$ cat src/rtl/display_arbiter.sv
// display_arbiter -- shares one 4-digit 7-segment display among NUM_REQ
// value sources with round-robin grants and a minimum show time per grant.
//
// Ports:
//   clk            system clock
//   reset          asynchronous, active-low reset
//   req_valid      level request per source (bit i = source i)
//   req_value      packed source values, source i at [i*DATA_W +: DATA_W]
//   req_ack        one-cycle pulse: source i's value was latched this cycle
//   to_display_nr  registered (saturated) value to the display driver
//   display_blank  blank request to the display driver
//   owner          index of the current owner (meaningful while busy=1)
//   busy           1 while a grant is active (HOLD or KEEP)
//   saturated      1 while the displayed value is clamped to MAX_VALUE
//   dbg_state      current FSM state (0=IDLE, 1=HOLD, 2=KEEP)
//
// Handshake: a source raises req_valid and keeps it high for as long as it
// wants the display; it is not a one-shot request. req_ack pulses for one
// clock, coincident with the first registered appearance of that source's
// value. Later live updates from the same owner are not acked. A request
// that is not granted stays pending until it is granted or withdrawn.
//
// Optional feature (macro DISPLAY_ARB_BLANK_EN): when defined, IDLE blanks
// the display and zeroes to_display_nr, and display_blank pulses for one clock
// together with every req_ack. When undefined, display_blank is tied to 0 and
// IDLE keeps the last value.
module display_arbiter #(
   parameter int NUM_REQ     = 3,
   parameter int DATA_W      = 14,
   parameter int MAX_VALUE   = 9999,
   parameter int HOLD_CYCLES = 50000000
) (
   input  logic                      clk,
   input  logic                      reset,
   input  logic [NUM_REQ-1:0]        req_valid,
   input  logic [NUM_REQ*DATA_W-1:0] req_value,
   output logic [NUM_REQ-1:0]        req_ack,
   output logic [DATA_W-1:0]         to_display_nr,
   output logic                      display_blank,
   output logic [1:0]                owner,
   output logic                      busy,
   output logic                      saturated,
   output logic [1:0]                dbg_state
);

   localparam int                CNT_W    = $clog2(HOLD_CYCLES);
   localparam logic [CNT_W-1:0]  CNT_LOAD = CNT_W'(HOLD_CYCLES - 1);
   localparam logic [DATA_W-1:0] MAX_V    = DATA_W'(MAX_VALUE);

   typedef enum logic [1:0] {
      S_IDLE = 2'd0,
      S_HOLD = 2'd1,
      S_KEEP = 2'd2
   } state_t;

   state_t              r_state;
   logic [CNT_W-1:0]    r_cnt;
   // r_owner doubles as the round-robin pointer: it is rewritten on every grant.
   logic [1:0]          r_owner;
   logic [NUM_REQ-1:0]  r_ack;
   logic [DATA_W-1:0]   r_val;
   logic                r_sat;
   logic                r_busy;
`ifdef DISPLAY_ARB_BLANK_EN
   logic                r_blank;
`endif

   logic                w_excl;
   logic                w_win_valid;
   logic [1:0]          w_win_idx;
   logic [DATA_W-1:0]   w_win_val;
   logic [DATA_W-1:0]   w_owner_val;
   logic                w_owner_req;
   logic                w_grant;
   logic                w_update;
   logic                w_to_keep;
   logic                w_to_idle;

   function automatic logic [DATA_W-1:0] f_sat(input logic [DATA_W-1:0] v);
      return (v > MAX_V) ? MAX_V : v;
   endfunction

   always_comb begin
      // While a grant is active the owner may not win against itself.
      w_excl      = (r_state != S_IDLE);
      w_win_valid = 1'b0;
      w_win_idx   = 2'd0;
      // Round-robin order is owner+1 .. NUM_REQ-1, 0 .. owner. Candidates are
      // visited in reverse order and each hit overwrites the previous one, so
      // the last write is the highest-priority requester.
      for (int j = NUM_REQ - 1; j >= 0; j--) begin
         if (req_valid[j] && (j <= int'(r_owner)) &&
             !(w_excl && (j == int'(r_owner)))) begin
            w_win_valid = 1'b1;
            w_win_idx   = 2'(j);
         end
      end
      for (int j = NUM_REQ - 1; j >= 0; j--) begin
         if (req_valid[j] && (j > int'(r_owner))) begin
            w_win_valid = 1'b1;
            w_win_idx   = 2'(j);
         end
      end

      w_win_val   = '0;
      w_owner_val = '0;
      w_owner_req = 1'b0;
      for (int j = 0; j < NUM_REQ; j++) begin
         if (w_win_idx == 2'(j)) w_win_val = req_value[j*DATA_W +: DATA_W];
         if (r_owner == 2'(j)) begin
            w_owner_val = req_value[j*DATA_W +: DATA_W];
            w_owner_req = req_valid[j];
         end
      end

      w_grant   = 1'b0;
      w_update  = 1'b0;
      w_to_keep = 1'b0;
      w_to_idle = 1'b0;
      case (r_state)
         S_IDLE: w_grant = w_win_valid;
         S_HOLD: begin
            if (r_cnt != '0) begin
               w_update = w_owner_req;
            end else if (w_win_valid) begin
               w_grant = 1'b1;
            end else if (w_owner_req) begin
               w_update  = 1'b1;
               w_to_keep = 1'b1;
            end else begin
               w_to_idle = 1'b1;
            end
         end
         S_KEEP: begin
            if (w_win_valid)      w_grant   = 1'b1;
            else if (w_owner_req) w_update  = 1'b1;
            else                  w_to_idle = 1'b1;
         end
         default: w_to_idle = 1'b1;
      endcase
   end

   always_ff @(posedge clk or negedge reset) begin
      if (!reset) begin
         r_state <= S_IDLE;
         r_cnt   <= '0;
         r_owner <= 2'd0;
         r_ack   <= '0;
         r_val   <= '0;
         r_sat   <= 1'b0;
         r_busy  <= 1'b0;
`ifdef DISPLAY_ARB_BLANK_EN
         r_blank <= 1'b0;
`endif
      end else begin
         r_ack <= '0;
`ifdef DISPLAY_ARB_BLANK_EN
         r_blank <= 1'b0;
`endif
         if (w_grant) begin
            r_val   <= f_sat(w_win_val);
            r_sat   <= (w_win_val > MAX_V);
            r_owner <= w_win_idx;
            r_ack   <= NUM_REQ'(1) << w_win_idx;
            r_cnt   <= CNT_LOAD;
            r_state <= S_HOLD;
            r_busy  <= 1'b1;
`ifdef DISPLAY_ARB_BLANK_EN
            // Blank for the latch cycle to hide the swap between sources.
            r_blank <= 1'b1;
`endif
         end else begin
            if (w_update) begin
               r_val <= f_sat(w_owner_val);
               r_sat <= (w_owner_val > MAX_V);
            end
            if ((r_state == S_HOLD) && (r_cnt != '0)) r_cnt <= r_cnt - CNT_W'(1);
            if (w_to_keep) r_state <= S_KEEP;
            if (w_to_idle) begin
               r_state <= S_IDLE;
               r_busy  <= 1'b0;
`ifdef DISPLAY_ARB_BLANK_EN
               r_val   <= '0;
               r_sat   <= 1'b0;
               r_blank <= 1'b1;
`endif
            end
`ifdef DISPLAY_ARB_BLANK_EN
            if (r_state == S_IDLE) r_blank <= 1'b1;
`endif
         end
      end
   end

   assign req_ack       = r_ack;
   assign to_display_nr = r_val;
   assign owner         = r_owner;
   assign busy          = r_busy;
   assign saturated     = r_sat;
   assign dbg_state     = r_state;
`ifdef DISPLAY_ARB_BLANK_EN
   assign display_blank = r_blank;
`else
   assign display_blank = 1'b0;
`endif

endmodule

$ cat config.mk
export PLATFORM = sky130hd
export DESIGN_NAME = display_arbiter
export DESIGN_NICKNAME = d
export VERILOG_FILES = /design/src/rtl/display_arbiter.sv
export SDC_FILE = /design/constraint.sdc
export NUM_CORES = 1
export LEC_CHECK = 0
export ABC_AREA = 1
export ABC_CLOCK_PERIOD_IN_PS = 3900
export CORE_ASPECT_RATIO = 0.75
export CORE_MARGIN = 1
export CORE_UTILIZATION = 28
export DETAILED_ROUTE_END_ITERATION = 10
export MAX_ROUTING_LAYER = met4
export PLACE_DENSITY = 0.61
export SLEW_MARGIN = 20
export SYNTH_ARGS = -nofsm -noshare
export SYNTH_HDL_FRONTEND = slang
export SYNTH_SLANG_ARGS = --single-unit
$ cat constraint.sdc
create_clock -name clk -period 3.9 [get_ports clk]
set_clock_uncertainty 0.1 [all_clocks]
set_input_delay 0.78 -clock clk [delete_from_list [all_inputs] [get_ports clk]]
set_output_delay 0.78 -clock clk [all_outputs]
set_load 0.005 [all_outputs]
* Yosys cells after proc, flatten, opt, wreduce, memory -nomap -nowiden
Index checks and enable logic that the tools add are counted. Widths: inputs -> output; s select.
Cells by class: $add $sub $neg 1, multipliers 0, div/mod/pow operators 0, magnitude comparators 6, equal/unequal tests 8, shift-type cells 1, mux-type cells 46, bitwise operators 0, reductions and logical operators 24
Operator list (number):
- $mux 14 | 10
- $mux 26 | 2
- $gt 14x14->1 const B | 2
- $reduce_bool 26->1 | 1
- $sub 26x1->26 const B | 1
- $mux 1 | 22
- $mux 2 | 8
- $logic_and 1x1->1 | 11
- $logic_not 2->1 | 4
- $reduce_bool 2->1 | 4
- $eq 2x1->1 const B | 3
- $eq 2x2->1 const B | 3
- $pmux 1 s3 | 2
- $eq 2x2->1 const A | 2
- $logic_not 1->1 | 3
- $mux 3 | 1
- $reduce_bool 3->1 | 1
- $shl 1x2->3 const A | 1
- $gt 1x2->1 const A | 1
- $gt 2x2->1 const A | 1
- $le 1x2->1 const A | 1
- $le 2x2->1 const A | 1
- $pmux 1 s2 | 1
Word-level totals: register bits 49, bits in latches 0, bits in writable memories 0, memory bits (read-only) 0, output and inout port bits 24, logic and storage cells 93, memories kept 0

* Longest topological paths before layout
Gate-level depths: netlist of the first run.
depth in word-level cells 16, depth in mapped cells 21, gate-level depth less buffers 20

* Worst setup path after synthesis of the first run
No wires, ideal clock.
path kind input-to-reg, start input port req_valid[2], end register r_cnt[12], data arrival time 1.953 ns, data required time 3.672 ns, path slack 1.719 ns, stages on the path 13, path buffers 3, path through nand2_4 -> inv_1 -> nor2_1 -> nand4_2 -> o21ai_0 -> nand2_1 -> nand2_2 -> buf_6 -> inv_2 -> buf_4 -> buf_6 -> a21oi_1 -> o21ai_0
Between the ends: word-level cells in the longest chain between the ends 11
RTL lines:
- start, declared | RTL line 35 | input logic [NUM_REQ-1:0] req_valid,
- $logic_and 1x1->1 (2 in series) | RTL line 92 | if (req_valid[j] && (j <= int'(r_owner)) &&
- $mux 1 (3 in series) | RTL line 92
- $mux 1 * (2 in series) | RTL line 99 | if (req_valid[j] && (j > int'(r_owner))) begin
- $mux 1 | RTL line 125, 135
- $mux 1 | RTL line 123 | if (r_cnt != '0) begin
- $pmux 1 s3 * | RTL line 120 | case (r_state)
- $mux 26 or $reduce_bool 2->1 (tied branches)
- end signal, assigned | RTL line 177 | if ((r_state == S_HOLD) && (r_cnt != '0)) r_cnt <= r_cnt - CNT_W'(1);
- end, declared | RTL line 57 | logic [CNT_W-1:0] r_cnt;
Mark *: on every way between the ends. The rest lies on a longest branch, timed or not. A chain may end at the register's enable or synchronous reset.

* Worst setup path after layout of the first run
start input port req_valid[2], end register r_cnt[14]
Same word-level chain as after synthesis.

==> impl_results.md, run 1 <==
- Status: complete, no violations
- Reg-to-reg startpoint: owner[1]$_DFFE_PN0P_
- Hold WC Path Type: flop to flop
- Max H-tree Level: 2
- Die Y: slightly below 100 µm
- Fin. Hold Viols: 0
- Sequential area share after synthesis: a little over a third
- Num rows: 34
- Detailed Route WL: between 10 and 15 mm
- Total CTS buffers: 5
- YS warnings: 0
- R2R depth: 12
- Critical-path maximum fanout: 16
- R2R Path End: to_display_nr[3]$_DFFE_PN0P_
- WP data required: about 4.0 ns
- Post-CTS setup buffer count: 0
- Vias: between 3k and 4k
- Initial antenna violation count: 0
- EDFF count, synth: 0
- Cells after DPL: around 700
- Max_slew headroom: 56.1%
- Final setup fails: 0
- Synthesized cell area: about 3500 µm²
- Most frequent cells in the layout: nand2_1, clkdlybuf4s50_1, nor2_1
- Setup TNS: 0 ns
- Main synth FF type: dfrtp_1
- Pwr per Cell Area: approximately 650 nW/µm²
- # IOs: between 70 and 80
- Syn_area_per_cell: 6.86 µm²
- TritonCTS clock tree: done
- Clock Root Buffer: clkbuf_16
- Total Routing Usage GR: 17.4%
- Initial DRC count: about 290
- Synth cell types: 38
- Fin cells: 728
- Clock Sinks: about 50
- Final slew viol count: 0
- FF+latch area: between 1000 and 1500 µm²
- Worst slew pin tran: between 0.6 and 0.7 ns
- Dpl hpwl: 8.07 mm
- Initial core utilization: 29.3%
- Crit start category: primary input
- Largest cells by area after synthesis: dfrtp_1, nand2_1, nor2_1
- Die width: 130 µm
- Worst EP arrival: 3.10 ns
- Max-cap violations: 0
- Fmax: 330 MHz
- RePlAce Congestion: ~0.95
- Share of the synthesized area in the top cell type: 35.4%
- Vias in the first global route: roughly 3.4k
- CP endpoint kind: flop
- # resized after CTS: 0
- Tcrit/Tclk final: between 70% and 80%
- Async set-reset flop share out of synthesis: 100%
- Most common cell after layout, fill and taps aside: nand2_1
- Input/output buffers: 69
- Cell count of the worst hold path: 2
- Hold path startpoint: to_display_nr[0]$_DFFE_PN0P_
- Post-Synthesis Cells: 505
- Reg clk slew, reported paths: roughly 0.070 ns
- GR Overflow Total: 0
- DR pass1 iterations: 4
- Worst-case clock buffer depth: 2
- VDD IR max: ~210 µV
- DRC: 0
- Vias per cell: 4.83
- Min Tclk post-route: about 3 ns
- P&R area growth vs syn: 26.4%
- Final Power: around 2800 µW
- Nets: a little over 600
- Syn nets: between 500 and 600
- Worst-Skew Late Latency: roughly 0.29 ns
- Min-Delay Endpoint: to_display_nr[0]$_DFFE_PN0P_
- Core box area: approximately 12000 µm²
- Seq cells post-synth: a little under 50
- ANT cells: 0
- Static Leakage: roughly 0.0019 µW
- Multi-input gate area: between 1500 and 2000 µm²
- Share of cells above drive strength 1: 7.77%
- Crit Path Category: primary input to flop
- DRT antenna net count: 0
- Largest area contributor in the netlist: dfrtp_1
- DR WL/cell: 14.4 µm
- Cts hold-fix bufs: 0
- Fill cells: 1289
- R2R Setup Slk: between 0.9 and 1 ns
- First-pass GRT wire length: 17.1 mm
- Pin count of the biggest net entering global routing: 50
- RSZ-0062 raised after global routing: false
- Die area: between 10000 and 15000 µm²
cell usage after synthesis (3+ instances only):
master / instances
a21oi_1: 20
a221oi_1: 6
buf_2: 4
buf_4: 7
buf_6: 4
dfrtp_1: 49
ha_1: 5
inv_1: 50
inv_2: 6
nand2_1: 138
nand2_2: 11
nand2_4: 3
nand3_1: 38
nand4_1: 9
nor2_1: 64
nor2_2: 6
nor3_1: 14
o211ai_1: 10
o21ai_0: 22
o21ai_1: 7
xnor2_1: 3
xor2_1: 8
registers in the layout, indices dropped and copies added (netlist names):
name,cells
r_cnt,26
to_display_nr,14
req_ack,3
dbg_state,2
owner,2
busy,1
saturated,1
worst max-delay path by stage:
| stage | from | to | slack, ns | cells after the start |
|---|---|---|---|---|
| after CTS | req_valid[2] | r_cnt[14]$_DFFE_PN0P_ | 0.89 | 14 |
| after global placement | req_valid[2] | to_display_nr[12]$_DFFE_PN0P_ | 0.66 | 13 |
| after detailed placement | req_valid[2] | r_cnt[14]$_DFFE_PN0P_ | 0.59 | 14 |
| final | req_valid[2] | r_cnt[14]$_DFFE_PN0P_ | 0.87 | 14 |
| after global routing | req_valid[2] | r_cnt[14]$_DFFE_PN0P_ | 0.66 | 14 |
| after floorplan | req_valid[2] | r_cnt[12]$_DFFE_PN0P_ | 1.72 | 13 |
kinds of logic after synthesis:
| family | count (synthesis) | share of synthesized area, % |
|---|---|---|
| DFF | 49 | 35.4 |
| xor gates and xnor gates | 11 | 2.78 |
| other | 1 | 0.108 |
| AOI/OAI and AO/OA | 73 | 12.6 |
| adders and majority gates | 5 | 1.81 |
| buffers and inverters | 72 | 9.57 |
| and+or+nand+nor | 294 | 37.7 |
worst max-delay path, stage by stage:
cell	delay, ns
clkdlybuf4s50_1	0.57
nand2_1	0.09
a21oi_2	0.14
nor2_1	0.06
nand4_2	0.10
o21ai_0	0.11
nand2_1	0.10
nand2_2	0.23
nand2_2	0.24
nand2_1	0.15
nor3_2	0.28
nand2_1	0.09
nand2_1	0.08
nand3_1	0.06
per-stage QoR:
| stage | util, % | hold WS (ns) | area, µm² | setup WS [ns] |
|---|---|---|---|---|
| floorplan | - | 0.372 | 3460 | 1.72 |
| detailed placement | 35.9 | 0.367 | 4240 | 0.587 |
| finish | 37.0 | 0.380 | 4380 | 0.870 |
| global route | 37.0 | 0.392 | 4380 | 0.663 |
| global placement | 35.8 | 0.374 | 4240 | 0.658 |
| CTS | 37.0 | 0.381 | 4380 | 0.886 |
power by group:
part / internal [µW] / switching, µW
Combinational: 618 / 1050
Clock: 236 / 187
Sequential: 649 / 104
Total: 1500 / 1340
cell type report:
type / instances / area share [%]
clock buffer: 6 / 2.94
clock inverter: 1 / 0.200
inverter: 56 / 4.80
multi-input combinational: 384 / 43.5
sequential: 49 / 28.0
tap: 162 / 4.63
timing repair buffer: 70 / 15.9
layer usage:
| layer | GRT usage (%) | share of wire (%) |
|---|---|---|
| met1 | 25.3 | 49 |
| met5 | - | 0 |
| met2 | 25.3 | 43 |
| met3 | 2.19 | 6.5 |
| met4 | 4.33 | 1.0 |
(Power assumes the default switching activity.)
==> inputs of run 2 (changes only) <==
ABC_CLOCK_PERIOD_IN_PS = 3000   (was 3900)
clock period = 3 ns   (was 3.9 ns; I/O delays follow)
==> run 2 against run 1 <==
  * Global-route usage rose by 0.17 points
  * Clock power rose by 55%
  * Worst setup slack got worse by 0.58 ns
  * Routed wire length fell by 0.16%
  * Sequential power rose by 30%
  * Core utilization rose by 1.3 points
  * Largest cell class unchanged
  * Largest power group unchanged
  * Hold slack got worse by 0.19 ns
  * Die area did not move
  * Sequential cell count did not move
  * Sequential share of layout area fell by 0.93 points
  * Critical endpoint is now to_display_nr[11]$_DFFE_PN0P_
==> impl_results.md, run 2 (synthesis gave the netlist of run 1 again) <==
- Status: complete, no violations
- Worst-Skew Late Latency: around 0.29 ns
- RePlAce Congestion: about 0.89
- # resized after CTS: 0
- Reg-to-reg startpoint: owner[1]$_DFFE_PN0P_
- Input/output buffers: 69
- R2R depth: 12
- Vias in the first global route: between 3k and 4k
- Die area: around 13000 µm²
- Fin area: around 4500 µm²
- Clock Sinks: 49
- Worst path slowest cell: dfrtp_1
- Fin. Hold Viols: 0
- Crit Path Category: flop to flop
- CP endpoint kind: flop
- GR Overflow Total: 0
- Fmax: 369 MHz
- Pin count of the biggest net entering global routing: 50
- First-pass GRT wire length: around 17 mm
- DR WL/cell: 14.1 µm
- Vias per cell: 4.75
- Most frequent CP cell: nand2_1
- Setup TNS: 0 ns
- Biggest register: r_cnt
- DRC: 0
- Most frequent cells in the layout: nand2_1, clkdlybuf4s50_1, nor2_1
- Reg clk slew, reported paths: 0.07 ns
- Critical-path maximum fanout: 17
- Initial core utilization: 29.3%
- Post-CTS setup buffer count: 0
- Share of cells above drive strength 1: between 10% and 20%
- TritonCTS clock tree: done
- Pwr per Cell Area: about 880 nW/µm²
- Hold WC Path Type: primary input to asynchronous set/reset pin
- R2R Setup Slk: slightly below 0.3 ns
- Nets: approximately 630
- VDD IR max: about 340 µV
- Initial DRC count: around 270
- Critical Path, Cell by Cell: inv_2, nor2_4, inv_1, o21ai_0, nor2_1, nand2_1, nand2_1, nand2_1, nand2_2, inv_2, nor2_1, a21oi_1
- Dpl hpwl: between 8 and 9 mm
- P&R area growth vs syn: 30.7%
- Static Leakage: 0.00201 µW
- Max FFs per register: 26
- Area after DPL: 4360 µm²
- Worst path bufs/invs: 3
- # IOs: 71
- Crit start category: flop
- Fill cells: 1276
- Most common cell after layout, fill and taps aside: nand2_1
- Core box area: between 10000 and 15000 µm²
- Final slew viol count: 0
- Total CTS buffers: 5
- R2R Path End: to_display_nr[11]$_DFFE_PN0P_
- Cts hold-fix bufs: 0
- Min Tclk post-route: ~2.7 ns
- Die Y: between 90 and 100 µm
- DRT antenna net count: 0
- Vias: 3523
- DR pass1 iterations: 5
- ANT cells: 0
- Num rows: 34
- WP data required: 3.12 ns
- Max-cap violations: 0
- Clock Root Buffer: clkbuf_16
- Worst EP arrival: 2.83 ns
- CP delay by family, top: simple AND/OR/NAND/NOR gates
- Detailed Route WL: between 10 and 15 mm
- Final setup fails: 0
- Max H-tree Level: 2
- Die width: around 130 µm
- RSZ-0062 raised after global routing: false
- Initial antenna violation count: 0
- Slowest stage delay, CP: 0.48 ns
- Total Routing Usage GR: around 18%
- Tcrit/Tclk final: around 90%
- Worst-case clock buffer depth: 2
run 2: cell types whose count changed in the layout (fill, tap and decap cells not counted), sizes merged:
cell	delta
buf	+13
bufinv	+1
run 2: worst max path at each step:
stage | from | to | slack, ns | depth (start not counted)
global route | owner[1]$_DFFE_PN0P_ | to_display_nr[11]$_DFFE_PN0P_ | 0.09 | 12
global placement | req_valid[2] | to_display_nr[0]$_DFFE_PN0P_ | -0.02 | 14
CTS | req_valid[2] | to_display_nr[0]$_DFFE_PN0P_ | 0.32 | 14
finish | owner[1]$_DFFE_PN0P_ | to_display_nr[11]$_DFFE_PN0P_ | 0.29 | 12
detailed placement | req_valid[2] | to_display_nr[0]$_DFFE_PN0P_ | 0.02 | 14
floorplan | dbg_state[0]$_DFFE_PN0P_ | to_display_nr[1]$_DFFE_PN0P_ | 0.85 | 16
run 2: worst register-to-register path, cell delays in order, from the launching register on:
cell and delay (ns):
dfrtp_1 0.48, inv_2 0.13, nor2_4 0.33, inv_1 0.19, o21ai_0 0.39, nor2_1 0.10
nand2_1 0.08, nand2_1 0.05, nand2_1 0.15, nand2_2 0.13, inv_2 0.27, nor2_1 0.10
a21oi_1 0.15
run 2: stage by stage:
step	utilization [%]	hold slack (ns)	instances	setup slack (ns)	power [µW]
final	38.3	0.193	742	0.289	3980
after global routing	38.3	0.213	742	0.0863	4330
after CTS	38.3	0.200	742	0.321	3980
after detailed placement	36.9	0.376	734	0.0245	3310
after global placement	36.9	0.372	734	-0.0186	3300
after floorplan	-	0.204	505	0.855	2460
run 2: per-layer routing:
metal	routed length (µm)	track usage, %	share of wire [%]
met1	5170	25.8	49
met2	4460	25.0	43
met5	0	-	0
met4	112	4.33	1.1
met3	705	2.52	6.8
run 2: area by class of cell:
cell class | instances | area, µm² | share of cell area (%)
Inverter | 56 | 210 | 4.64
Multi-Input combinational cell | 384 | 1910 | 42.1
Clock buffer | 6 | 129 | 2.85
Tap cell | 162 | 203 | 4.48
Timing Repair Buffer | 83 | 816 | 18.0
Clock inverter | 2 | 38.8 | 0.856
Sequential cell | 49 | 1230 | 27.1
run 2: where the power goes:
part | switching (µW) | internal [µW] | leakage, µW
sequential | 136 | 844 | 0.000556
combinational | 1410 | 935 | 0.00137
clock | 259 | 396 | 0.0000810
total | 1800 | 2180 | 0.00201
==> inputs of run 3 (changes only) <==
RECOVER_POWER = 25   (was not set)
==> run 3 against run 2 <==
  * Hold slack improved by 0.19 ns
  * Critical path depth unchanged
  * Sequential share of layout area grew 0.090 points
  * Global-route usage unchanged
  * Final area down 0.33%
  * First-iteration DRC count stayed put
  * Critical path type unchanged
  * Largest power group unchanged
==> impl_results.md, run 3 (synthesis gave the netlist of run 1 again) <==
- DRT antenna net count: 0
- Max FFs per register: 26
- Critical-path maximum fanout: 17
- Worst-Skew Late Latency: about 0.29 ns
- Status: complete, no violations
- Vias in the first global route: between 3k and 4k
- Vias per cell: about 4.8
- Clock Root Buffer: clkbuf_16
- DR WL/cell: between 10 and 15 µm
- TritonCTS clock tree: done
- Die width: between 100 and 150 µm
- Fmax: between 300 and 400 MHz
- Detailed Route WL: ~10 mm
- Hold WC Path Type: flop to flop
- Cells after DPL: approximately 730
- Setup TNS: 0 ns
- Reg clk slew, reported paths: 0.07 ns
- Gate power share: about 59%
- Tcrit/Tclk final: approximately nine tenths
- Sw Ratio: between 40% and 50%
- FF+latch area: approximately 1200 µm²
- Initial antenna violation count: 0
- Die Y: a little under 100 µm
- CP endpoint kind: flop
- Crit Path Category: flop to flop
- Net switching power of the design: 1800 µW
- Final Util: roughly two fifths
- GR Overflow Total: 0
- Die area: ~13000 µm²
- Max-cap violations: 0
- DR pass1 iterations: 5
- Internal: about 2200 µW
- Static Leakage: between 0.002 and 0.0025 µW
- Share of cells above drive strength 1: about 10%
- Max_slew headroom: between 10% and 20%
- First-pass GRT wire length: roughly 17 mm
- Final slew viol count: 0
- Nets: approximately 630
- P&R area growth vs syn: 30.3%
- Pin count of the biggest net entering global routing: 50
- Total Routing Usage GR: 17.6%
- Biggest register: r_cnt
- Num rows: 34
- # IOs: 71
- Core box area: 11800 µm²
- Fin cells: between 700 and 800
- Final Power: 3970 µW
- Worst slew pin tran: between 1 and 1.5 ns
- RePlAce Congestion: 0.891
- RSZ-0062 raised after global routing: false
- Max H-tree Level: 2
- Multi-input gate area: 1910 µm²
- Min Tclk post-route: 2.70 ns
- Fin. Hold Viols: 0
- Final setup fails: 0
- Cts hold-fix bufs: 0
- Post-CTS setup buffer count: 0
- Fill cells: between 1k and 1.5k
- Initial core utilization: just under 30%
- Most common cell after layout, fill and taps aside: nand2_1
- Most frequent cells in the layout: nand2_1, clkdlybuf4s50_1, nor2_1
- Total CTS buffers: 5
- Worst EP arrival: between 2 and 3 ns
- Worst-case clock buffer depth: 2
- Initial DRC count: approximately 270
- # resized after CTS: 0
- Crit start category: flop
- Sequential power share: about a quarter
- Input/output buffers: between 60 and 70
- VDD IR max: roughly 340 µV
- Vias: about 3.5k
- WP data required: between 3 and 4 ns
- Clock Sinks: between 40 and 50
- Pwr per Cell Area: about 880 nW/µm²
- Clk pwr share: between 10% and 20%
- DRC: 0
- Dpl hpwl: between 8 and 9 mm
- ANT cells: 0
[run 3: layer usage]
metal / up-vias / track usage (%) / share of wire [%] / routed length [µm]
met4: 0 / 4.33 / 1.3 / 137
met5: - / - / 0 / 0
met1: 1630 / 25.8 / 50 / 5190
met3: 11 / 2.52 / 6.5 / 683
met2: 113 / 25.0 / 42 / 4420
li1: 1778 / - / - / -
[run 3: final timing paths]
check                      slack (ns)                          from  depth (start not counted)                             to
max                              0.30          owner[1]$_DFFE_PN0P_                         12  to_display_nr[11]$_DFFE_PN0P_
min                              0.39  to_display_nr[3]$_DFFE_PN0P_                          2   to_display_nr[3]$_DFFE_PN0P_
max reg2reg                      0.30          owner[1]$_DFFE_PN0P_                         12  to_display_nr[11]$_DFFE_PN0P_
min reg2reg                      0.39  to_display_nr[3]$_DFFE_PN0P_                          2   to_display_nr[3]$_DFFE_PN0P_
max in group asynchronous        1.51                         reset                          2           owner[0]$_DFFE_PN0P_
min in group asynchronous        0.55                         reset                          2           r_cnt[4]$_DFFE_PN0P_
[run 3: final cells by class]
type                    count  share of cell area [%]
clock buffers               6                    2.85
clock inverters             2                   0.859
well taps                 162                    4.49
multi-input cells         384                    42.2
repair buffers             83                    17.7
inverters                  56                    4.66
flip-flops and latches     49                    27.2
[run 3: power groups by stage]
| stage | registers, µW | logic (µW) | clock network (µW) |
|---|---|---|---|
| after floorplan | 972 | 1490 | 0 |
| after global placement | 995 | 2310 | 0 |
| after detailed placement | 995 | 2320 | 0 |
| after CTS | 985 | 2330 | 664 |
| after global routing | 1000 | 2620 | 699 |
| final | 981 | 2340 | 655 |
[run 3: per-stage QoR]
stage	worst slack, ns	hold slack [ns]	cell area [µm²]
after floorplan	0.855	0.204	3460
after global placement	-0.0186	0.372	4360
after detailed placement	0.0245	0.376	4360
after CTS	0.321	0.200	4530
after global routing	0.0863	0.415	4510
final	0.301	0.386	4510
[run 3: worst max-delay path, cell delays in order (launching register included)]
cell,delay [ns]
dfrtp_1,0.48
inv_2,0.13
nor2_4,0.32
inv_1,0.18
o21ai_0,0.39
nor2_1,0.10
nand2_1,0.08
nand2_1,0.05
nand2_1,0.15
nand2_2,0.13
inv_2,0.27
nor2_1,0.10
a21oi_1,0.15
